==> src/rtl/contador_pkg.sv <==
// contador_pkg: mode codes, FSM state type and captured-command bundle
// shared by the counter controller and its timer.
package contador_pkg;

  localparam logic [1:0] MODE_UP1  = 2'b00;
  localparam logic [1:0] MODE_DN1  = 2'b01;
  localparam logic [1:0] MODE_DN3  = 2'b10;
  localparam logic [1:0] MODE_LOAD = 2'b11;

  typedef enum logic [2:0] {
    IDLE,
    LOAD,
    LWAIT,
    RUN,
    DRAIN,
    RESP
  } state_e;

  typedef struct packed {
    logic [1:0] op;
    logic [3:0] data;
    logic       inf;
  } cmd_t;

  function automatic logic is_load(
    input logic [1:0] op
  );
    return op == MODE_LOAD;
  endfunction

endpackage

==> src/rtl/contador_ctrl_timer.sv <==
// contador_ctrl_timer: loadable down counter with zero flag; holds at 0.
// Shared between run-length counting and the load/run timeouts.
module contador_ctrl_timer #(
  parameter int W = 8
) (
  input  logic         clk,
  input  logic         reset,
  input  logic         load_i,
  input  logic [W-1:0] val_i,
  input  logic         dec_i,
  output logic [W-1:0] cnt_o,
  output logic         zero_o
);

  logic [W-1:0] cnt_q;
  logic [W-1:0] cnt_d;

  always_comb begin
    cnt_d = cnt_q;
    if (load_i) begin
      cnt_d = val_i;
    end else if (dec_i && (cnt_q != '0)) begin
      cnt_d = cnt_q - W'(1);
    end
  end

  always_ff @(posedge clk or posedge reset) begin
    if (reset) begin
      cnt_q <= '0;
    end else begin
      cnt_q <= cnt_d;
    end
  end

  assign cnt_o  = cnt_q;
  assign zero_o = (cnt_q == '0);

endmodule

==> src/rtl/contador_ctrl.sv <==
// contador_ctrl: sequences one host command at a time onto a 4-bit
// counter and reports the settled Q, rco and timeout status.
module contador_ctrl
  import contador_pkg::*;
#(
  parameter int LEN_W        = 8,
  parameter int LOAD_TIMEOUT = 4
) (
  input  logic             clk,
  input  logic             reset,
  input  logic             cmd_valid,
  output logic             cmd_ready,
  input  logic [1:0]       cmd_op,
  input  logic [3:0]       cmd_data,
  input  logic [LEN_W-1:0] cmd_len,
  output logic             rsp_valid,
  input  logic             rsp_ready,
  output logic [3:0]       rsp_value,
  output logic             rsp_rco,
  output logic             rsp_err,
  output logic             enable,
  output logic [1:0]       mode,
  output logic [3:0]       D,
  input  logic [3:0]       Q,
  input  logic             load,
  input  logic             rco
);

  state_e state_q;
  state_e state_d;

  cmd_t       cmd_q;
  cmd_t       cmd_d;
  logic       rco_q;
  logic       rco_d;
  logic       err_q;
  logic       err_d;
  logic [3:0] val_q;
  logic [3:0] val_d;

  logic             accept;
  logic             t_load;
  logic             t_dec;
  logic [LEN_W-1:0] t_val;
  logic [LEN_W-1:0] t_cnt;
  logic             t_zero;
  logic             last;
  logic             lwait_to;
  logic             run_to;

  assign accept = cmd_valid && (state_q == IDLE);
  assign last   = (t_cnt == LEN_W'(1)) || t_zero;

  assign lwait_to = (state_q == LWAIT) && !load && last;
  assign run_to   = (state_q == RUN) && cmd_q.inf
                  && !rco && last;

  // len=0 runs are bounded by an all-ones count as a watchdog
  always_comb begin
    t_load = accept || (state_q == LOAD);
    t_dec  = (state_q == RUN) || (state_q == LWAIT);
    t_val  = LEN_W'(LOAD_TIMEOUT);
    if (accept) begin
      t_val = (cmd_len == '0) ? '1 : cmd_len;
    end
  end

  contador_ctrl_timer #(
    .W (LEN_W)
  ) u_timer (
    .clk    (clk),
    .reset  (reset),
    .load_i (t_load),
    .val_i  (t_val),
    .dec_i  (t_dec),
    .cnt_o  (t_cnt),
    .zero_o (t_zero)
  );

  always_ff @(posedge clk or posedge reset) begin
    if (reset) begin
      state_q <= IDLE;
    end else begin
      state_q <= state_d;
    end
  end

  always_comb begin
    state_d = state_q;
    unique case (state_q)
      IDLE: begin
        if (cmd_valid) begin
          state_d = is_load(cmd_op) ? LOAD : RUN;
        end
      end
      LOAD: begin
        state_d = LWAIT;
      end
      LWAIT: begin
        if (load) begin
          state_d = DRAIN;
        end else if (last) begin
          state_d = RESP;
        end
      end
      RUN: begin
        if (cmd_q.inf) begin
          if (rco || last) begin
            state_d = DRAIN;
          end
        end else if (last) begin
          state_d = DRAIN;
        end
      end
      DRAIN: begin
        state_d = RESP;
      end
      RESP: begin
        if (rsp_ready) begin
          state_d = IDLE;
        end
      end
      default: begin
        state_d = IDLE;
      end
    endcase
  end

  always_comb begin
    cmd_d = cmd_q;
    rco_d = rco_q;
    err_d = err_q;
    val_d = val_q;
    if (accept) begin
      cmd_d.op   = cmd_op;
      cmd_d.data = cmd_data;
      cmd_d.inf  = (cmd_len == '0);
      rco_d      = 1'b0;
      err_d      = 1'b0;
    end
    if (((state_q == RUN) || (state_q == DRAIN)) && rco) begin
      rco_d = 1'b1;
    end
    if (lwait_to || run_to) begin
      err_d = 1'b1;
    end
    if ((state_d == RESP) && (state_q != RESP)) begin
      val_d = Q;
    end
    if ((state_q == RESP) && rsp_ready) begin
      rco_d = 1'b0;
      err_d = 1'b0;
    end
  end

  always_ff @(posedge clk or posedge reset) begin
    if (reset) begin
      cmd_q <= '0;
      rco_q <= 1'b0;
      err_q <= 1'b0;
      val_q <= '0;
    end else begin
      cmd_q <= cmd_d;
      rco_q <= rco_d;
      err_q <= err_d;
      val_q <= val_d;
    end
  end

  always_comb begin
    cmd_ready = 1'b0;
    rsp_valid = 1'b0;
    enable    = 1'b0;
    mode      = MODE_UP1;
    D         = '0;
    unique case (state_q)
      IDLE: begin
        cmd_ready = 1'b1;
      end
      LOAD: begin
        mode = MODE_LOAD;
        D    = cmd_q.data;
      end
      RUN: begin
        enable = 1'b1;
        mode   = cmd_q.op;
      end
      RESP: begin
        rsp_valid = 1'b1;
      end
      default: begin
        cmd_ready = 1'b0;
      end
    endcase
  end

  assign rsp_value = val_q;
  assign rsp_rco   = rco_q;
  assign rsp_err   = err_q;

endmodule

==> config.mk <==
export PLATFORM = sky130hd
export DESIGN_NAME = contador_ctrl
export DESIGN_NICKNAME = d
export VERILOG_FILES = /design/src/rtl/contador_pkg.sv /design/src/rtl/contador_ctrl_timer.sv /design/src/rtl/contador_ctrl.sv
export SDC_FILE = /design/constraint.sdc
export NUM_CORES = 1
export LEC_CHECK = 0
export CELL_PAD_IN_SITES_DETAIL_PLACEMENT = 2
export CELL_PAD_IN_SITES_GLOBAL_PLACEMENT = 2
export CORE_ASPECT_RATIO = 0.6
export CORE_MARGIN = 2
export CORE_UTILIZATION = 29
export CTS_BUF_LIST = sky130_fd_sc_hd__clkbuf_16
export DETAILED_ROUTE_END_ITERATION = 16
export PLACE_DENSITY = 0.83
export SKIP_CTS_REPAIR_TIMING = 1
export SYNTH_ARGS = -nofsm -noshare
export SYNTH_HDL_FRONTEND = slang
export SYNTH_SLANG_ARGS = --single-unit
==> constraint.sdc <==
create_clock -name clk -period 2.6 [get_ports clk]
set_input_delay 0.39 -clock clk [delete_from_list [all_inputs] [get_ports clk]]
set_output_delay 0.39 -clock clk [all_outputs]
set_load 0.02 [all_outputs]
# After elaboration in Yosys (flattened, before gate mapping)

Index checks and enable logic that the tools add are counted.

Bits in registers: 24
Bits in latches: 0
RAM bits: 0
ROM bits: 0
Input port bits: 24
Output and inout bits: 15
Logic and storage cells: 66
Memories kept: 0

Add/sub/neg operators: 1
Multiply operators: 0
Div/mod/pow operators: 0
Magnitude comparators: 0
Equality and inequality tests: 9
Shift operators: 0
Mux-type cells: 23
Bitwise operators: 0
Reductions and logical operators: 25

Operators by type and width:

| cell                                                               | count |
|---|---|
| 8-bit two-way mux                                                  | 4 |
| 3-bit two-way mux                                                  | 7 |
| 3-bit case mux with 6 select lines                                 | 1 |
| 8-bit zero test                                                    | 2 |
| 1-bit logical AND                                                  | 10 |
| 3-bit == test, second input constant                               | 3 |
| 8-bit by 1-bit == test with 1-bit output, second input constant    | 1 |
| 1-bit two-way mux                                                  | 8 |
| 8-bit nonzero test                                                 | 1 |
| 8-bit by 1-bit subtractor with 8-bit output, second input constant | 1 |
| 3-bit by 2-bit == test with 1-bit output, second input constant    | 2 |
| 1-bit logical OR                                                   | 6 |
| 3-bit nonzero test                                                 | 2 |
| 4-bit two-way mux                                                  | 1 |
| 2-bit case mux with 2 select lines                                 | 1 |
| 3-bit by 1-bit == test with 1-bit output, second input constant    | 1 |
| 3-bit zero test                                                    | 1 |
| 3-bit != test, second input constant                               | 1 |
| 2-bit == test, second input constant                               | 1 |
| 1-bit zero test                                                    | 2 |
| 2-bit two-way mux                                                  | 1 |
| 2-bit nonzero test                                                 | 1 |

# Depth between registers and ports, before layout

Depth in word-level cells: 8
Gate-level depth with buffers: 7
Mapped depth without buffers: 7

# Modules after synthesis

A second synthesis with hierarchy kept.

Cells, all modules: 158
Area total of the unflattened synthesis: 1465.2 um2

By module, submodules not included:

| module              | times used | cells an instance | area an instance (um2) | seq. area each (um2) |
|---|---|---|---|---|
| contador_ctrl       | 1          | 105               | 969.7                  | 400.4 |
| contador_ctrl_timer | 1          | 53                | 495.5                  | 200.2 |

# Least setup slack after synthesis

No wires, ideal clock.

Path kind: reg2reg
Start: register u_timer.cnt_q[0] (netlist: u_timer.cnt_o[0])
End: register val_q[0] (netlist: rsp_value[0])
Setup time: 0.125 ns
Arrival time: 1.664 ns
Data required time: 2.475 ns
Slack: 0.811 ns
Cell stages (with the launch flop): 8
Path buffers: 0
Clock period less this slack: 1.789 ns
Cells stage by stage: dfrtp_1 inv_1 ha_1 nor2_1 and3b_1 o221ai_2 nand3b_4 mux2_4

Cells in the longest elaborated chain, start to end: 8
Elaborated cells between the ends (all ways): 12
Classes of those cells: 2 x eq/ne; 6 x mux; 4 x reduce/logical

Ends and longest elaborated chain:

| element                                                                     | RTL line                                       | source |
|---|---|---|
| start, declared                                                             | contador_ctrl_timer.sv:15                      | `logic [W-1:0] cnt_q;` |
| start signal, assigned                                                      | contador_ctrl_timer.sv:31                      | `cnt_q <= cnt_d;` |
| 8-bit by 1-bit == test with 1-bit output or 8-bit zero test (tied branches) | contador_ctrl.sv:52, contador_ctrl_timer.sv:36 |  |
| 1-bit logical OR *                                                          | contador_ctrl.sv:52                            | `assign last = (t_cnt == LEN_W'(1)) \|\| t_zero;` |
| 1-bit logical OR                                                            | contador_ctrl.sv:108                           | `if (rco \|\| last) begin` |
| 3-bit two-way mux                                                           | contador_ctrl.sv:108                           |  |
| 3-bit two-way mux                                                           | contador_ctrl.sv:107                           | `if (cmd_q.inf) begin` |
| 3-bit case mux with 6 select lines *                                        | contador_ctrl.sv:90                            | `unique case (state_q)` |
| named net state_d[0]                                                        | contador_ctrl.sv:30                            | `state_e state_d;` |
| 3-bit == test *                                                             | contador_ctrl.sv:147                           | `if ((state_d == RESP) && (state_q != RESP)) begin` |
| 1-bit logical AND *                                                         | contador_ctrl.sv:147                           |  |
| end signal, assigned                                                        | contador_ctrl.sv:166                           | `val_q <= val_d;` |
| end, declared                                                               | contador_ctrl.sv:38                            | `logic [3:0] val_q;` |

Mark *: on every way through the listed nets, which the timed path passes. The rest lies on a longest branch.
A chain may end at the register's enable or synchronous reset.

# Worst setup path after layout

Start: register state_q[2]
End: output port D[3]

Cells in the longest elaborated chain, start to end: 2

Ends and longest elaborated chain:

| element                                  | RTL line             | source |
|---|---|---|
| start, declared                          | contador_ctrl.sv:29  | `state_e state_q;` |
| start signal, assigned                   | contador_ctrl.sv:84  | `state_q <= state_d;` |
| 3-bit by 1-bit == test with 1-bit output | contador_ctrl.sv:176 | `unique case (state_q)` |
| 4-bit two-way mux                        | contador_ctrl.sv:176 |  |
| end, declared                            | contador_ctrl.sv:23  | `output logic [3:0] D,` |

Every way passes these cells.

==> impl_metrics.toml <==
[status]
outcome = "complete, no violations"

[placed_design]
placement.cell_area_um2 = 1970
dpl.cell_count = 257
dpl.hpwl_mm = 3.64
gp_congestion = 0.821
portBuffers = 38

[final_layout]
num-fill-cells = 544
regArea_um2 = 601
synthToLayoutAreaGrowth_pct = 37.3
nets = 223
diodes = 0
fin_area_um2 = 2080
multi_input_area_um2 = 833
stdcell_count = 261
drive_above_1_share_pct = 10.8

[worst_hold_path]
min_path_type = "input port to async pin"

[setup_path]
r2r_start = "state_q[1]"
crit_path_cell_trace = "nand2b_1 > nor2_1 > and2_1 > clkdlybuf4s50_1"
critPathLaunchType = "register"
worst-path-max-fanout = 12
ff2ff_setup_slack_ns = 0.41
crit_arrival_ns = 2.06
slowest_stage = "clkdlybuf4s50_1"
cp-startpoint = "state_q[2]"
path_delay_family = "simple AND/OR/NAND/NOR gates"
critPathRequiredTime_ns = 2.21
critPathCaptureType = "primary output"
path_class = "register to primary output"
cp.buffers_inverters = 1
critical-path-max-stage-delay_ns = 0.61

[synth]
syn_avg_cell_area_um2 = 9.70
synth_common_cells = "dfrtp_1 (24), nor2_1 (16), inv_1 (12)"
synth-xor-area-share_pct = 1.16
yosysSeqAreaShare_pct = 39.7
yosysTopAreaCell = "dfrtp_1"
synth_edf_count = 0
async_flop_share_pct = 100
syn_nets = 183
synth-compound-area-share_pct = 16.9
synth_area_leaders = "dfrtp_1 (40%), mux2_1 (6.7%), mux2_4 (4.0%)"
syn_inst = 156
synth.area.mux_share_pct = 11.4
synthFlopType = "dfrtp_1"
yosys.area_share.simple_pct = 23.2
ys_seq_elements = 24
synth_top_family_by_area = "simple AND/OR/NAND/NOR gates"
synth_top_area_share_pct = 39.7
synth_most_common_cell = "dfrtp_1"
synth_warnings = 0
netlist_area_um2 = 1510
synthAdderAreaFrac_pct = 2.48
synth_cell_type_count = 48

[pwr]
p_per_area_nw_per_um2 = 1240
p_leak_nw = 0.886
worst_ir_drop_vdd_uv = 462

[flow_run]
drv_cap = 0

[timing]
fmax_mhz = 407
fin_skew_ns = 0.00208
finalCritPeriodShare_pct = 94.4
worst_slew_pin_slew_ns = 0.701
setup_viol = 0
finalHoldViolCount = 0
slew_violations = 0
slew_headroom_pct = 52.8
tns_ns = 0
rsz0062_at_grt = "false"
min_period_ns = 2.45

[route]
drt_first_pass_iters = 4
drc = 0
wl_mm = 5.08
ant_nets = 0
wire_per_inst_um = 19.5
viasPerCell = 5.28
drtIter0Drc = 25
num_vias = 1378

[global_routing]
grt_max_degree = 25
grt-ovfl-total = 0
grt_use_total_pct = 18.7
antenna_found_initial = 0
grt_pass1_wl_mm = 8.39
grt_pass1_vias = 1605

[cts]
cts.clk_slew.worst_paths_ns = 0.07
clock-sinks = 24
clock_latency_ns = 0.26
cts_buffer_depth = 2
cts_buffers = 3
cts_root_buf = "clkbuf_16"
h-tree-depth = 1
cts_tree = "done"

[die]
initial_core_util_pct = 29.9
rows = 20
fp.dieArea_um2 = 5830
core_um2 = 5050
die-height_um = 59.9
ios = 39
die_x_um = 97.2
layer usage:
metal  part of all wire, %  up-vias  global-route usage, %
met3                   4.4        8                   4.21
met2                    47       32                   32.8
met4                   1.2        0                   3.57
met1                    47      702                   24.5
li1                      -      636                      -
met5                     0        -                      0
cells in the final DEF, fill, tap and decap left out, types with 5 or more instances in the layout:
cell | netlist | layout
clkdlybuf4s50_1 | 0 | 38
dfrtp_1 | 24 | 24
nor2_1 | 16 | 16
inv_1 | 12 | 12
nand2_1 | 10 | 10
mux2_1 | 9 | 9
nor3_1 | 7 | 7
a21oi_1 | 6 | 6
and2_1 | 5 | 5
o22ai_1 | 5 | 5
cell families after synthesis:
| kind of cell | count (synthesis) |
|---|---|
| AND/OR/NAND/NOR | 59 |
| buffers and inverters | 19 |
| adder cells (fa/ha/maj) | 3 |
| flip-flops | 24 |
| AO/OA/AOI/OAI | 35 |
| XOR/XNOR | 2 |
| multiplexers | 14 |
power breakdown:
| part | switching, mW | total, mW | internal, mW |
|---|---|---|---|
| Sequential | 0.242 | 0.790 | 0.548 |
| Clock | 0.148 | 0.455 | 0.307 |
| Combinational | 0.699 | 1.33 | 0.633 |
final timing paths:
path	end	depth (start not counted)
max	D[3]	4
min	rsp_value[2]	3
max reg2reg	rsp_value[2]	5
min reg2reg	cmd_q[5]	1
max in group asynchronous	cmd_q[1]	3
min in group clk	cmd_q[5]	1
state kept, by name, indices dropped and copies added (netlist names):
register / cells
rsp_value: 4
cmd_q: 7
rsp_err: 1
state_q: 3
u_timer.cnt_o: 8
rsp_rco: 1
per-stage QoR:
| step | power (mW) | hold slack [ns] | util (%) | setup slack [ns] |
|---|---|---|---|---|
| floorplan | 1.59 | 0.405 | - | 0.811 |
| global placement | 1.99 | 0.469 | 39.0 | 0.378 |
| detailed placement | 2.10 | 0.490 | 39.0 | 0.323 |
| CTS | 2.60 | 0.509 | 41.1 | 0.152 |
| global route | 2.75 | 0.541 | 41.1 | 0.00286 |
| finish | 2.58 | 0.502 | 41.1 | 0.145 |
cell type report:
cell class / instances / area share, %
multi-input combinational: 113 / 40.1
sequential: 24 / 28.9
timing repair buffer: 42 / 19.8
tap: 66 / 3.98
clock buffer: 3 / 3.61
inverter: 12 / 2.17
clock inverter: 1 / 1.45
worst reg2reg max path, cell delays in order, from the launching register on:
cell	delay, ns
dfrtp_1	0.67
nor4b_1	0.53
nand4b_1	0.23
o221ai_2	0.15
nand3b_4	0.17
mux2_4	0.32
Power figures use the tool's default switching activity.
